## src/rtl/uart_pkg.sv

```systemverilog
// Shared types and constants for the 8N1 UART transceiver.
package uart_pkg;
    localparam int   DATA_BITS   = 8;
    localparam logic STOP_LEVEL  = 1'b1;
    localparam logic START_LEVEL = 1'b0;

    typedef enum logic [1:0] {TX_IDLE, TX_START, TX_DATA, TX_STOP} tx_state_e;
    typedef enum logic [1:0] {RX_IDLE, RX_START, RX_DATA, RX_STOP} rx_state_e;
endpackage

```

## src/rtl/uart_bit_timer.sv

```systemverilog
// Loadable down-counter; tick is high while the count sits at zero.
module uart_bit_timer
    import uart_pkg::*;
#(
    parameter int W = 5
) (
    input  logic         clock,
    input  logic         reset,
    input  logic         load,
    input  logic [W-1:0] load_val,
    output logic         tick
);
    logic [W-1:0] cnt_q, cnt_d;

    always_comb begin
        cnt_d = cnt_q;
        if (load)
            cnt_d = load_val;
        else if (cnt_q != '0)
            cnt_d = cnt_q - 1'b1;
    end

    always_ff @(posedge clock) begin
        if (reset) cnt_q <= '0;
        else       cnt_q <= cnt_d;
    end

    assign tick = (cnt_q == '0);
endmodule

```

## src/rtl/uart_transceiver.sv

```systemverilog
// Full-duplex 8N1 UART byte transceiver with independent TX and RX FSMs.
// Optional macro UART_LOOPBACK_EN feeds the receiver from the internal txd and parks the txd pin high.
module uart_transceiver
    import uart_pkg::*;
#(
    parameter int CLOCK_PER_HALF_BIT = 10
) (
    input  logic                 clock,
    input  logic                 reset,
    input  logic                 tx_start,
    input  logic [DATA_BITS-1:0] sdata,
    output logic                 tx_busy,
    output logic                 txd,
    input  logic                 rxd_orig,
    output logic                 rx_ready,
    output logic [DATA_BITS-1:0] rdata,
    output logic                 ferr
);
    localparam int BIT_CYC = 2 * CLOCK_PER_HALF_BIT;
    localparam int TW      = $clog2(BIT_CYC);
    localparam int BW      = $clog2(DATA_BITS);
    localparam logic [TW-1:0] FULL_LOAD = TW'(BIT_CYC - 1);
    localparam logic [TW-1:0] HALF_LOAD = TW'(CLOCK_PER_HALF_BIT - 1);
    localparam logic [BW-1:0] LAST_BIT  = BW'(DATA_BITS - 1);

    // ---------------- transmitter ----------------
    tx_state_e            tx_state_q, tx_state_d;
    logic [DATA_BITS-1:0] tx_shift_q, tx_shift_d;
    logic [BW-1:0]        tx_bit_q, tx_bit_d;
    logic                 tx_load, tx_tick, tx_accept, txd_int;

    // Busy covers the accept cycle too, so a caller never double-sends.
    assign tx_accept = tx_start && (tx_state_q == TX_IDLE);
    assign tx_busy   = (tx_state_q != TX_IDLE) || tx_accept;

    always_comb begin
        tx_state_d = tx_state_q;
        tx_shift_d = tx_shift_q;
        tx_bit_d   = tx_bit_q;
        tx_load    = 1'b0;
        txd_int    = STOP_LEVEL;
        case (tx_state_q)
            TX_IDLE: if (tx_start) begin
                tx_state_d = TX_START;
                tx_shift_d = sdata;
                tx_load    = 1'b1;
            end
            TX_START: begin
                txd_int = START_LEVEL;
                if (tx_tick) begin
                    tx_state_d = TX_DATA;
                    tx_bit_d   = '0;
                    tx_load    = 1'b1;
                end
            end
            TX_DATA: begin
                txd_int = tx_shift_q[0];
                if (tx_tick) begin
                    tx_shift_d = tx_shift_q >> 1;
                    tx_bit_d   = tx_bit_q + 1'b1;
                    tx_load    = 1'b1;
                    if (tx_bit_q == LAST_BIT) tx_state_d = TX_STOP;
                end
            end
            TX_STOP: if (tx_tick) tx_state_d = TX_IDLE;
            default: tx_state_d = TX_IDLE;
        endcase
    end

    uart_bit_timer #(.W(TW)) u_tx_timer (
        .clock(clock), .reset(reset), .load(tx_load), .load_val(FULL_LOAD), .tick(tx_tick)
    );

    // ---------------- receiver ----------------
    rx_state_e            rx_state_q, rx_state_d;
    logic [1:0]           sync_q, sync_d;
    logic [DATA_BITS-1:0] rx_shift_q, rx_shift_d, rdata_q, rdata_d;
    logic [BW-1:0]        rx_bit_q, rx_bit_d;
    logic                 rx_ready_q, rx_ready_d, ferr_q, ferr_d;
    logic                 rx_load, rx_tick, rxd_s;
    logic [TW-1:0]        rx_load_val;

    assign sync_d = {sync_q[0], rxd_orig};

`ifdef UART_LOOPBACK_EN
    logic unused_sync;
    assign unused_sync = sync_q[1];
    assign rxd_s = txd_int;
    assign txd   = 1'b1;
`else
    assign rxd_s = sync_q[1];
    assign txd   = txd_int;
`endif

    always_comb begin
        rx_state_d  = rx_state_q;
        rx_shift_d  = rx_shift_q;
        rx_bit_d    = rx_bit_q;
        rdata_d     = rdata_q;
        ferr_d      = ferr_q;
        rx_ready_d  = 1'b0;
        rx_load     = 1'b0;
        rx_load_val = FULL_LOAD;
        case (rx_state_q)
            RX_IDLE: if (rxd_s == START_LEVEL) begin
                rx_state_d  = RX_START;
                rx_load     = 1'b1;
                rx_load_val = HALF_LOAD;
            end
            // A start bit that is gone by mid-bit is treated as a glitch.
            RX_START: if (rx_tick) begin
                if (rxd_s != START_LEVEL) begin
                    rx_state_d = RX_IDLE;
                end else begin
                    rx_state_d = RX_DATA;
                    rx_bit_d   = '0;
                    rx_load    = 1'b1;
                end
            end
            RX_DATA: if (rx_tick) begin
                rx_shift_d = {rxd_s, rx_shift_q[DATA_BITS-1:1]};
                rx_bit_d   = rx_bit_q + 1'b1;
                rx_load    = 1'b1;
                if (rx_bit_q == LAST_BIT) rx_state_d = RX_STOP;
            end
            RX_STOP: if (rx_tick) begin
                rx_state_d = RX_IDLE;
                rdata_d    = rx_shift_q;
                ferr_d     = (rxd_s != STOP_LEVEL);
                rx_ready_d = 1'b1;
            end
            default: rx_state_d = RX_IDLE;
        endcase
    end

    uart_bit_timer #(.W(TW)) u_rx_timer (
        .clock(clock), .reset(reset), .load(rx_load), .load_val(rx_load_val), .tick(rx_tick)
    );

    always_ff @(posedge clock) begin
        if (reset) begin
            tx_state_q <= TX_IDLE;
            tx_shift_q <= '0;
            tx_bit_q   <= '0;
            rx_state_q <= RX_IDLE;
            sync_q     <= 2'b11;
            rx_shift_q <= '0;
            rx_bit_q   <= '0;
            rdata_q    <= '0;
            ferr_q     <= 1'b0;
            rx_ready_q <= 1'b0;
        end else begin
            tx_state_q <= tx_state_d;
            tx_shift_q <= tx_shift_d;
            tx_bit_q   <= tx_bit_d;
            rx_state_q <= rx_state_d;
            sync_q     <= sync_d;
            rx_shift_q <= rx_shift_d;
            rx_bit_q   <= rx_bit_d;
            rdata_q    <= rdata_d;
            ferr_q     <= ferr_d;
            rx_ready_q <= rx_ready_d;
        end
    end

    assign rx_ready = rx_ready_q;
    assign rdata    = rdata_q;
    assign ferr     = ferr_q;
endmodule

```

## config.mk

```make
export PLATFORM = sky130hd
export DESIGN_NAME = uart_transceiver
export DESIGN_NICKNAME = d
export VERILOG_FILES = /design/src/rtl/uart_pkg.sv /design/src/rtl/uart_bit_timer.sv /design/src/rtl/uart_transceiver.sv
export SDC_FILE = /design/constraint.sdc
export NUM_CORES = 1
export LEC_CHECK = 0
export CAP_MARGIN = 10
export CORE_AREA = 2 2 53 104
export DETAILED_ROUTE_END_ITERATION = 10
export DIE_AREA = 0 0 55 106
export PLACE_DENSITY = 0.62
export RECOVER_POWER = 25
export SYNTH_ARGS = -nofsm -noshare
export SYNTH_HDL_FRONTEND = slang
export SYNTH_SLANG_ARGS = --single-unit
```

## constraint.sdc

```tcl
create_clock -name clock -period 5.2 [get_ports clock]
set_input_delay 1.04 -clock clock [delete_from_list [all_inputs] [get_ports clock]]
set_output_delay 1.04 -clock clock [all_outputs]
set_load 0.005 [all_outputs]
```

==> impl_metrics.toml <==
[run_status]
status = "complete, but fails checks"
violations = "max-capacitance violations, max-slew violations"

[clock_tree]
cts.path.max_buffers = 2
cts_resized = 0
cts_tree = "done"
cts-root-buf = "clkbuf_8"
numClockSinks = 48
clk_latency_ps = 300
cts_buffers = 5
clk_pin_slew_ps = 90
postCtsSetupBuffers = 0
hold_buffers = 0
htree_levels = 2

[power]
p_per_area_nw_per_um2 = 512
irDropWorstVdd_mv = 0.431
power.leakage_nw = 0.963
power.total_mw = 1.30

[final_layout]
nets = 289
mostFrequentLayoutCells = "nand2_1, dfxtp_1, a21oi_1, nor2_1, clkdlybuf4s50_1"
final_core_util_pct = 49.8
antenna_cells = 0
drive_gt1_share_pct = 8.27
nFillCells = 509
syn_to_final_growth_pct = 17.1

[sta]
timing.fmax_mhz = 301
layout_min_cycle_time_ps = 3320
grt_setup_unrepaired = "no"
max_slew_margin_pct = -3.39
post-route-period-util_pct = 63.8
setup-tns-final_ps = 0
skew_ps = 6.03
maxSlewViolCount = 11
setup_viol = 0
hold_violations = 0
tightest_slew_ps = 1530

[worst_setup_path]
path_max_fanout = 4
crit_chain = "clkdlybuf4s50_1, nor2b_1, inv_1, clkdlybuf4s50_1"
critPathRequiredTime_ps = 4160
path_class = "in2out"
crit_top_cell = "clkdlybuf4s50_1"
crit_path_start_kind = "primary input"
cpPeakStageDelay_ps = 450
cp-end-kind = "output port"
cp_slowest_cell = "clkdlybuf4s50_1"
critPathArrivalTime_ps = 2280
crit_family = "buffers and inverters"
cp_num_buf_inv = 3

[yosys]
synth_compound_area_share_pct = 16.5
synthXorXnorAreaFrac_pct = 1.62
ys_ff_latch = 48
synthMuxAreaShare_pct = 5.60
synth-simple-area-share_pct = 20.5
synthArstFlopShare_pct = 0
synthesis.nets = 271
synth_ff_type = "dfxtp_1"
yosysWarnings = 0
synth_edf_count = 0
synth_cell_types = 41
avgSynthCellArea_sq_um = 8.77
synth_top_family_by_area = "simple AND/OR/NAND/NOR gates"
netlist_instances = 247
netlist_area_sq_um = 2170
yosysSeqAreaShare_pct = 44.4
synth_fa_ha_area_share_pct = 6.93

[floorplan]
io_pins = 24
die_y_um = 106
dieWidth_um = 55
floorplan.rows = 37
fp.coreArea_sq_um = 5090
start_util_pct = 42.5
dieArea_sq_um = 5830

[global_route]
track_usage_pct = 16.8
grt_pass1_wl_um = 7220
grt_pass1_vias = 1667
antenna_found_initial = 0
grt-ovfl-total = 0
grt_max_degree = 26

[hold_path]
min_path_type = "reg2reg"

[placement]
dp_hpwl_um = 2960
gp_congestion = 0.749
portBuffers = 23

[detailed_routing]
drc = 0
drt-total-wl_um = 4160
drt_iter0_drc = 23
vias_per_cell = 5.33
dr_total_vias = 1728
first_pass_iters = 4
detail_route.wl_per_cell_um = 12.8
drtAntennaViolNets = 0

[flow_run]
cap_viol_max_count = 1
report_power, final:
group	internal (mW)	switching, mW
registers	0.436	0.0591
logic	0.237	0.272
clock network	0.170	0.125
registers in the layout, indices dropped and copies added (netlist names), named ones only:
signal,count
rx_ready,1
ferr,1
tx_state_q,2
tx_shift_q,8
rx_bit_q,3
rdata,8
tx_bit_q,3
u_rx_timer.cnt_q,5
rx_state_q,1
sync_q,2
rx_shift_q,8
u_tx_timer.cnt_q,5
synthesized netlist by cell type (all sizes together) (5+ instances only):
master,n,area (sq um)
mux2i,11,110
nor2,23,86.3
inv,10,37.5
clkbuf,8,30.0
nand2,48,180
o21ai,5,25.0
ha,12,150
a211oi,9,90.1
buf,5,30.0
dfxtp,48,961
a21oi,28,140
worst paths after layout:
kind                                 endpoint                        startpoint  cells past startpoint  slack (ps)
max                                   tx_busy                          tx_start                      4        1880
min                      sync_q[1]$_SDFF_PP1_              sync_q[0]$_SDFF_PP1_                      1         410
max reg2reg  u_rx_timer.cnt_q[1]$_SDFFE_PP0P_  u_rx_timer.cnt_q[0]$_SDFFE_PP0P_                      5        2420
min reg2reg              sync_q[1]$_SDFF_PP1_              sync_q[0]$_SDFF_PP1_                      1         410
cells by family after synthesis:
kind of cell,Yosys count
muxes,12
adders and majority gates,12
and+or+nand+nor,94
buffers and inverters,23
xor gates and xnor gates,4
DFF,48
AOI/OAI and AO/OA,54
final cells by class:
type | count | area (sq um) | area share [%]
clock inverter | 1 | 30.0 | 1.18
multi-input combinational | 176 | 1100 | 43.4
sequential | 48 | 961 | 37.9
clock buffer | 7 | 96.3 | 3.80
timing repair buffer | 24 | 238 | 9.37
tap | 58 | 72.6 | 2.86
inverter | 10 | 37.5 | 1.48
metrics by stage:
stage	hold slack [ps]	instance area, sq um	worst slack [ps]	std cells
after floorplan	389	2170	2670	247
after global placement	394	2420	1890	316
after detailed placement	397	2420	1890	316
after CTS	423	2540	1870	324
after global routing	428	2540	1760	324
final	412	2540	1880	324
metal layers:
| metal | part of all wire, % | routed length [um] | up-vias | track usage, % |
|---|---|---|---|---|
| li1 | - | - | 879 | - |
| met1 | 39 | 1620 | 816 | 17.1 |
| met2 | 56 | 2340 | 28 | 30.6 |
| met3 | 2.6 | 107 | 5 | 2.95 |
| met4 | 2.3 | 94 | 0 | 7.84 |
| met5 | 0 | 0 | - | 0 |
Note: power is estimated with default switching activity, not from simulation.
